File: src/rtl/axi_ram_ctrl.sv
// axi_ram_ctrl: AXI4-Lite slave that turns AW/W and AR transactions into single-cycle RAM strobes.
// Optional `AXI_RAM_CTRL_SLVERR_EN: misaligned byte addresses get SLVERR and never reach the RAM.
module axi_ram_ctrl #(
  parameter int DATA_WIDTH = 32,
  parameter int ADDR_WIDTH = 8,
  parameter int STRB_WIDTH = DATA_WIDTH/8
) (
  input  logic                  clk,
  input  logic                  rst,
  input  logic [ADDR_WIDTH-1:0] s_axi_awaddr,
  input  logic                  s_axi_awvalid,
  output logic                  s_axi_awready,
  input  logic [DATA_WIDTH-1:0] s_axi_wdata,
  input  logic [STRB_WIDTH-1:0] s_axi_wstrb,
  input  logic                  s_axi_wvalid,
  output logic                  s_axi_wready,
  output logic [1:0]            s_axi_bresp,
  output logic                  s_axi_bvalid,
  input  logic                  s_axi_bready,
  input  logic [ADDR_WIDTH-1:0] s_axi_araddr,
  input  logic                  s_axi_arvalid,
  output logic                  s_axi_arready,
  output logic [DATA_WIDTH-1:0] s_axi_rdata,
  output logic [1:0]            s_axi_rresp,
  output logic                  s_axi_rvalid,
  input  logic                  s_axi_rready,
  output logic [ADDR_WIDTH-1:0] mem_wr_addr,
  output logic [DATA_WIDTH-1:0] mem_wr_data,
  output logic [STRB_WIDTH-1:0] mem_be,
  output logic                  mem_wr,
  output logic [ADDR_WIDTH-1:0] mem_rd_addr,
  output logic                  mem_rd,
  input  logic [DATA_WIDTH-1:0] mem_rd_data,
  output logic                  mem_cs
);
  localparam int LSB = $clog2(STRB_WIDTH);
  localparam logic [ADDR_WIDTH-1:0] LSB_MASK = ADDR_WIDTH'(STRB_WIDTH-1);

  typedef enum logic [2:0] {W_IDLE, W_WAIT_W, W_WAIT_AW, W_MEM, W_RESP} wstate_t;
  typedef enum logic [1:0] {R_IDLE, R_CAP, R_DATA} rstate_t;

  wstate_t               r_wstate, w_wnext;
  rstate_t               r_rstate, w_rnext;
  logic [ADDR_WIDTH-1:0] r_waddr;
  logic [DATA_WIDTH-1:0] r_wdata;
  logic [STRB_WIDTH-1:0] r_wstrb;
  logic                  r_wmis, r_rmis;
  logic [DATA_WIDTH-1:0] r_rdata;
  logic                  w_aw_hs, w_w_hs, w_ar_hs, w_aw_mis, w_ar_mis;

`ifdef AXI_RAM_CTRL_SLVERR_EN
  assign w_aw_mis = (s_axi_awaddr & LSB_MASK) != '0;
  assign w_ar_mis = (s_axi_araddr & LSB_MASK) != '0;
`else
  assign w_aw_mis = 1'b0;
  assign w_ar_mis = 1'b0;
`endif

  assign w_aw_hs = s_axi_awvalid & s_axi_awready;
  assign w_w_hs  = s_axi_wvalid & s_axi_wready;
  assign w_ar_hs = s_axi_arvalid & s_axi_arready;

  // ---------------- write path ----------------
  always_ff @(posedge clk or posedge rst)
    if (rst) r_wstate <= W_IDLE;
    else     r_wstate <= w_wnext;

  always_comb begin
    w_wnext = r_wstate;
    case (r_wstate)
      W_IDLE: begin
        if (w_aw_hs && w_w_hs) w_wnext = W_MEM;
        else if (w_aw_hs)      w_wnext = W_WAIT_W;
        else if (w_w_hs)       w_wnext = W_WAIT_AW;
      end
      W_WAIT_W:  if (w_w_hs)       w_wnext = W_MEM;
      W_WAIT_AW: if (w_aw_hs)      w_wnext = W_MEM;
      W_MEM:                       w_wnext = W_RESP;
      W_RESP:    if (s_axi_bready) w_wnext = W_IDLE;
      default:                     w_wnext = W_IDLE;
    endcase
  end

  // Readies stay low while reset is held even though the state already reads idle.
  always_comb begin
    s_axi_awready = 1'b0;
    s_axi_wready  = 1'b0;
    s_axi_bvalid  = 1'b0;
    s_axi_bresp   = 2'b00;
    mem_wr        = 1'b0;
    if (!rst) begin
      case (r_wstate)
        W_IDLE:    begin s_axi_awready = 1'b1; s_axi_wready = 1'b1; end
        W_WAIT_W:  s_axi_wready  = 1'b1;
        W_WAIT_AW: s_axi_awready = 1'b1;
        W_MEM:     mem_wr = ~r_wmis;
        W_RESP:    begin s_axi_bvalid = 1'b1; s_axi_bresp = r_wmis ? 2'b10 : 2'b00; end
        default:   ;
      endcase
    end
  end

  always_ff @(posedge clk or posedge rst)
    if (rst) begin
      r_waddr <= '0;
      r_wmis  <= 1'b0;
      r_wdata <= '0;
      r_wstrb <= '0;
    end else begin
      if (w_aw_hs) begin
        r_waddr <= s_axi_awaddr >> LSB;
        r_wmis  <= w_aw_mis;
      end
      if (w_w_hs) begin
        r_wdata <= s_axi_wdata;
        r_wstrb <= s_axi_wstrb;
      end
    end

  assign mem_wr_addr = r_waddr;
  assign mem_wr_data = r_wdata;
  assign mem_be      = r_wstrb;

  // ---------------- read path ----------------
  always_ff @(posedge clk or posedge rst)
    if (rst) r_rstate <= R_IDLE;
    else     r_rstate <= w_rnext;

  always_comb begin
    w_rnext = r_rstate;
    case (r_rstate)
      R_IDLE:  if (w_ar_hs)      w_rnext = R_CAP;
      R_CAP:                     w_rnext = R_DATA;
      R_DATA:  if (s_axi_rready) w_rnext = R_IDLE;
      default:                   w_rnext = R_IDLE;
    endcase
  end

  // The RAM read is issued in the AR handshake cycle so its data lands in R_CAP.
  always_comb begin
    s_axi_arready = !rst && (r_rstate == R_IDLE);
    s_axi_rvalid  = (r_rstate == R_DATA);
    s_axi_rresp   = (s_axi_rvalid && r_rmis) ? 2'b10 : 2'b00;
    mem_rd        = w_ar_hs & ~w_ar_mis;
    mem_rd_addr   = s_axi_araddr >> LSB;
  end

  always_ff @(posedge clk or posedge rst)
    if (rst) begin
      r_rmis  <= 1'b0;
      r_rdata <= '0;
    end else begin
      if (w_ar_hs) r_rmis <= w_ar_mis;
      if (r_rstate == R_CAP) r_rdata <= r_rmis ? '0 : mem_rd_data;
    end

  assign s_axi_rdata = r_rdata;
  assign mem_cs      = mem_wr | mem_rd;

endmodule

File: config.mk
export PLATFORM = sky130hd
export DESIGN_NAME = axi_ram_ctrl
export DESIGN_NICKNAME = d
export VERILOG_FILES = /design/src/rtl/axi_ram_ctrl.sv
export SDC_FILE = /design/constraint.sdc
export NUM_CORES = 1
export LEC_CHECK = 0
export ABC_AREA = 1
export CAP_MARGIN = 30
export CORE_AREA = 4 4 81 121
export DETAILED_ROUTE_END_ITERATION = 10
export DIE_AREA = 0 0 85 125
export GPL_TIMING_DRIVEN = 1
export PLACE_DENSITY = 0.76
export SYNTH_ARGS = -nofsm -noshare
export SYNTH_HDL_FRONTEND = slang
export SYNTH_SLANG_ARGS = --single-unit
File: constraint.sdc
create_clock -name clk -period 2.1 [get_ports clk]
set_clock_uncertainty 0.05 [all_clocks]
set_input_delay 0.315 -clock clk [delete_from_list [all_inputs] [get_ports clk]]
set_output_delay 0.315 -clock clk [all_outputs]
set_load 0.005 [all_outputs]
==> insert_results.sql <==
INSERT INTO impl_metrics (metric_group, metric, value, unit) VALUES
('drt', 'ant_nets', '0', ''),
('grt', 'number_of_antenna_violations_at_the_first_check_in_global_routing', '0', ''),
('setup_path', 'cp_max_fo', '4', ''),
('drt', 'drt-vias-per-instance', '4.60', ''),
('logic_synthesis', 'synth-edff-count', '0', ''),
('timing', 'report.final.setup_viol', '0', ''),
('setup_path', 'setup.worst_path.start_class', 'flip-flop', ''),
('setup_path', 'crit_required', '1740', 'ps'),
('power', 'p_total', '0.00696', 'W'),
('drt', 'routed-via-count', '2386', ''),
('grt', 'gr-usage-all-layers', '15.2', '%'),
('place', 'dp_hpwl', '6080', 'um'),
('die', 'row_count', '42', ''),
('logic_synthesis', 'synth_area', '0.00326', 'mm^2'),
('cells_and_area', 'cell_area_after_layout', '0.00531', 'mm^2'),
('place', 'gpl_wtd_cong', '0.726', ''),
('place', 'dpl-instance-area', '0.00496', 'mm^2'),
('clock_tree', 'clk_latency', '330', 'ps'),
('die', 'die_width', '85', 'um'),
('timing', 'period_share', '97.3', '%'),
('drt', 'routed_wire_length_per_instance', '15.1', 'um'),
('place', 'numPlacedInstances', '501', ''),
('timing', 'finalWorstPathRequiredPeriod', '2040', 'ps'),
('setup_path', 'crit_slowest_cell', 'clkdlybuf4s50_1', ''),
('setup_path', 'max_stage_delay', '510', 'ps'),
('grt', 'global_route_wire_length_before_repair', '12700', 'um'),
('logic_synthesis', 'postSynthCellCount', '238', ''),
('clock_tree', 'cts_max_path_buffers', '2', ''),
('clock_tree', 'cts_num_sinks', '79', ''),
('setup_path', 'critical_path.cell_chain', 'nor2_4, nand2_2, a21oi_2, clkdlybuf4s50_1', ''),
('cells_and_area', 'diodes', '0', ''),
('timing', 'hold_viol', '0', ''),
('drt', 'first_iter_violations', '83', ''),
('logic_synthesis', 'synth.distinct_cells', '23', ''),
('cells_and_area', 'area_growth_syn_to_layout', '62.8', '%'),
('clock_tree', 'tritoncts', 'built', ''),
('status', 'status', 'complete, no violations', ''),
('logic_synthesis', 'synth.yosys.seq_area_share', '60.7', '%'),
('timing', 'timing_limited_maximum_frequency', '489', 'MHz'),
('die', 'io_pins', '187', ''),
('place', 'portBuffers', '162', ''),
('logic_synthesis', 'yosys.area.top_type', 'dfrtp_1', ''),
('die', 'die_h', '125', 'um'),
('logic_synthesis', 'average_cell_area_after_synthesis', '13.7', 'um^2'),
('logic_synthesis', 'netlist_top_cells_area', 'dfrtp_1, mux2_2, mux2_4', ''),
('drt', 'drt_wl_total', '7860', 'um'),
('logic_synthesis', 'synth.ff_latch_count', '79', ''),
('setup_path', 'crit_family', 'buffers and inverters', ''),
('timing', 'rsz0062_at_grt', 'true', ''),
('cells_and_area', 'fin_cells', '519', ''),
('timing', 'hold-worst-slack', '440', 'ps'),
('logic_synthesis', 'ys.flop_type', 'dfrtp_1', ''),
('die', 'die_ar', '0.0106', 'mm^2'),
('drt', 'detail_route.drc_violations', '0', ''),
('logic_synthesis', 'yosys_warning_count', '0', ''),
('clock_tree', 'cts_inserted_buffers', '9', ''),
('cells_and_area', 'final_nets', '496', ''),
('run', 'max_cap_violations', '0', ''),
('cells_and_area', 'post_route_cells_drive_above_1_share', '25.7', '%'),
('clock_tree', 'count_of_hold_buffers_inserted_by_post_cts_repair', '0', ''),
('clock_tree', 'cts.root.buffer_cell', 'clkbuf_16', ''),
('grt', 'grt_pass1_vias', '2638', ''),
('power', 'power_per_cell_area', '1310', 'mW/mm^2'),
('setup_path', 'path_class', 'reg2out', ''),
('die', 'core_area', '0.00878', 'mm^2'),
('grt', 'globalRouteOverflowTotal', '0', ''),
('setup_path', 'arrival', '1680', 'ps'),
('setup_path', 'cp.buffers_inverters', '1', ''),
('power', 'power.ir.vdd_worst', '750', 'uV'),
('logic_synthesis', 'postSynth.asyncResetShare', '100', '%'),
('timing', 'timing.final.max_slew_violations', '0', ''),
('timing', 'fin_tns_setup', '0', 'ps'),
('clock_tree', 'clock_tree.htree_level_count', '3', ''),
('clock_tree', 'clkTransAtPathRegs', '60', 'ps'),
('logic_synthesis', 'post-synth-top-area-fraction', '60.7', '%'),
('worst_hold_path', 'timing.hold.worst.class', 'reg2reg', ''),
('die', 'initial_standard_cell_utilization_of_the_core', '37.1', '%'),
('grt', 'maximum_number_of_pins_on_one_net_before_global_route_repair', '39', ''),
('setup_path', 'setup.worst_path.end_class', 'output pin', ''),
('power', 'total_leakage_power', '2.38', 'nW'),
('drt', 'drt_first_pass_iters', '4', '');
[state kept, by name, indices dropped and copies added, names as in the netlist]
signal / flops
mem_wr_addr: 6
mem_wr_data: 32
s_axi_rdata: 32
r_wstate: 3
r_rstate: 2
mem_be: 4
[per-stage QoR]
step                setup slack (ps)  utilization (%)
global route                   -43.5             60.5
detailed placement              67.9             56.5
finish                          56.1             60.5
CTS                             10.4             60.0
global placement                66.9             56.5
floorplan                        134                -
[where the power goes]
group / leakage (nW) / internal, W / switching, W
clock: 0.151 / 0.000971 / 0.000566
combinational: 1.29 / 0.00196 / 0.000941
sequential: 0.938 / 0.00219 / 0.000342
[cell usage after synthesis (2+ instances only)]
cell / instances
buf_2: 7
buf_4: 14
buf_6: 2
dfrtp_1: 79
inv_1: 18
mux2_2: 58
mux2_4: 10
nand2_1: 23
nand3_1: 3
nand4_1: 2
nor2_1: 3
o21ai_0: 3
o21ai_1: 6
[routing by layer]
metal	share of wire [%]	track usage, %	up-vias
met2	55	27.8	102
li1	-	-	1102
met3	7.8	4.87	20
met4	3.4	8.39	0
met5	0	0	-
met1	33	14.6	1162
[repair_timing]
item                       CTS  global route
setup endpoints to repair    2             5
pin swaps                    1             1
cloned                       0             0
resized for setup            4             5
setup buffers                0             3
[path summary, 6_finish.rpt]
| kind | cells past startpoint | end | startpoint | slack, ps |
|---|---|---|---|---|
| setup / recovery | 4 | s_axi_awready | r_wstate[1]$_DFFE_PP0P_ | 60 |
| hold / removal | 2 | mem_wr_addr[0]$_DFFE_PP0P_ | mem_wr_addr[0]$_DFFE_PP0P_ | 440 |
| setup reg to reg | 4 | s_axi_rdata[22]$_DFFE_PP0N_ | r_rstate[1]$_DFFE_PP0P_ | 590 |
| hold reg to reg | 2 | mem_wr_addr[0]$_DFFE_PP0P_ | mem_wr_addr[0]$_DFFE_PP0P_ | 440 |
| max in group asynchronous | 5 | r_wstate[1]$_DFFE_PP0P_ | rst | 770 |
| min in group asynchronous | 4 | mem_wr_data[3]$_DFFE_PP0P_ | rst | 490 |
[cell usage in the layout, fill, tap and decap left out, types with 2 or more instances in the layout]
cell             instances
clkdlybuf4s50_1        161
dfrtp_1                 78
mux2_2                  58
nand2_1                 22
inv_1                   17
mux2_4                  10
clkbuf_16                9
conb_1                   8
buf_4                    8
o21ai_1                  7
nand3_2                  3
nor2_1                   3
clkinv_2                 3
nand4_1                  2
o21ai_0                  2
clkbuf_8                 2
buf_12                   2
[logic make-up after synthesis]
group | Yosys count | share of synthesized area, %
other cells | 1 | 0.115
mux | 68 | 24.6
flops | 79 | 60.7
buf+inv | 42 | 7.26
simple gates | 37 | 5.57
compound gates | 11 | 1.77
[worst reg2reg max path: stages, from the launching register on]
cell     delay (ps)
dfrtp_1         370
inv_1            70
nand2_1         300
buf_12          240
mux2_2          360
[final cells by class]
type	instances	area, um^2
fillers	697	3470
flip-flops and latches	79	1980
repair buffers	172	1720
multi-input cells	124	1090
clock buffers	11	253
well taps	110	138
inverters	19	73.8
clock inverters	4	45.0
No activity file was read; power rests on OpenSTA's default activity.
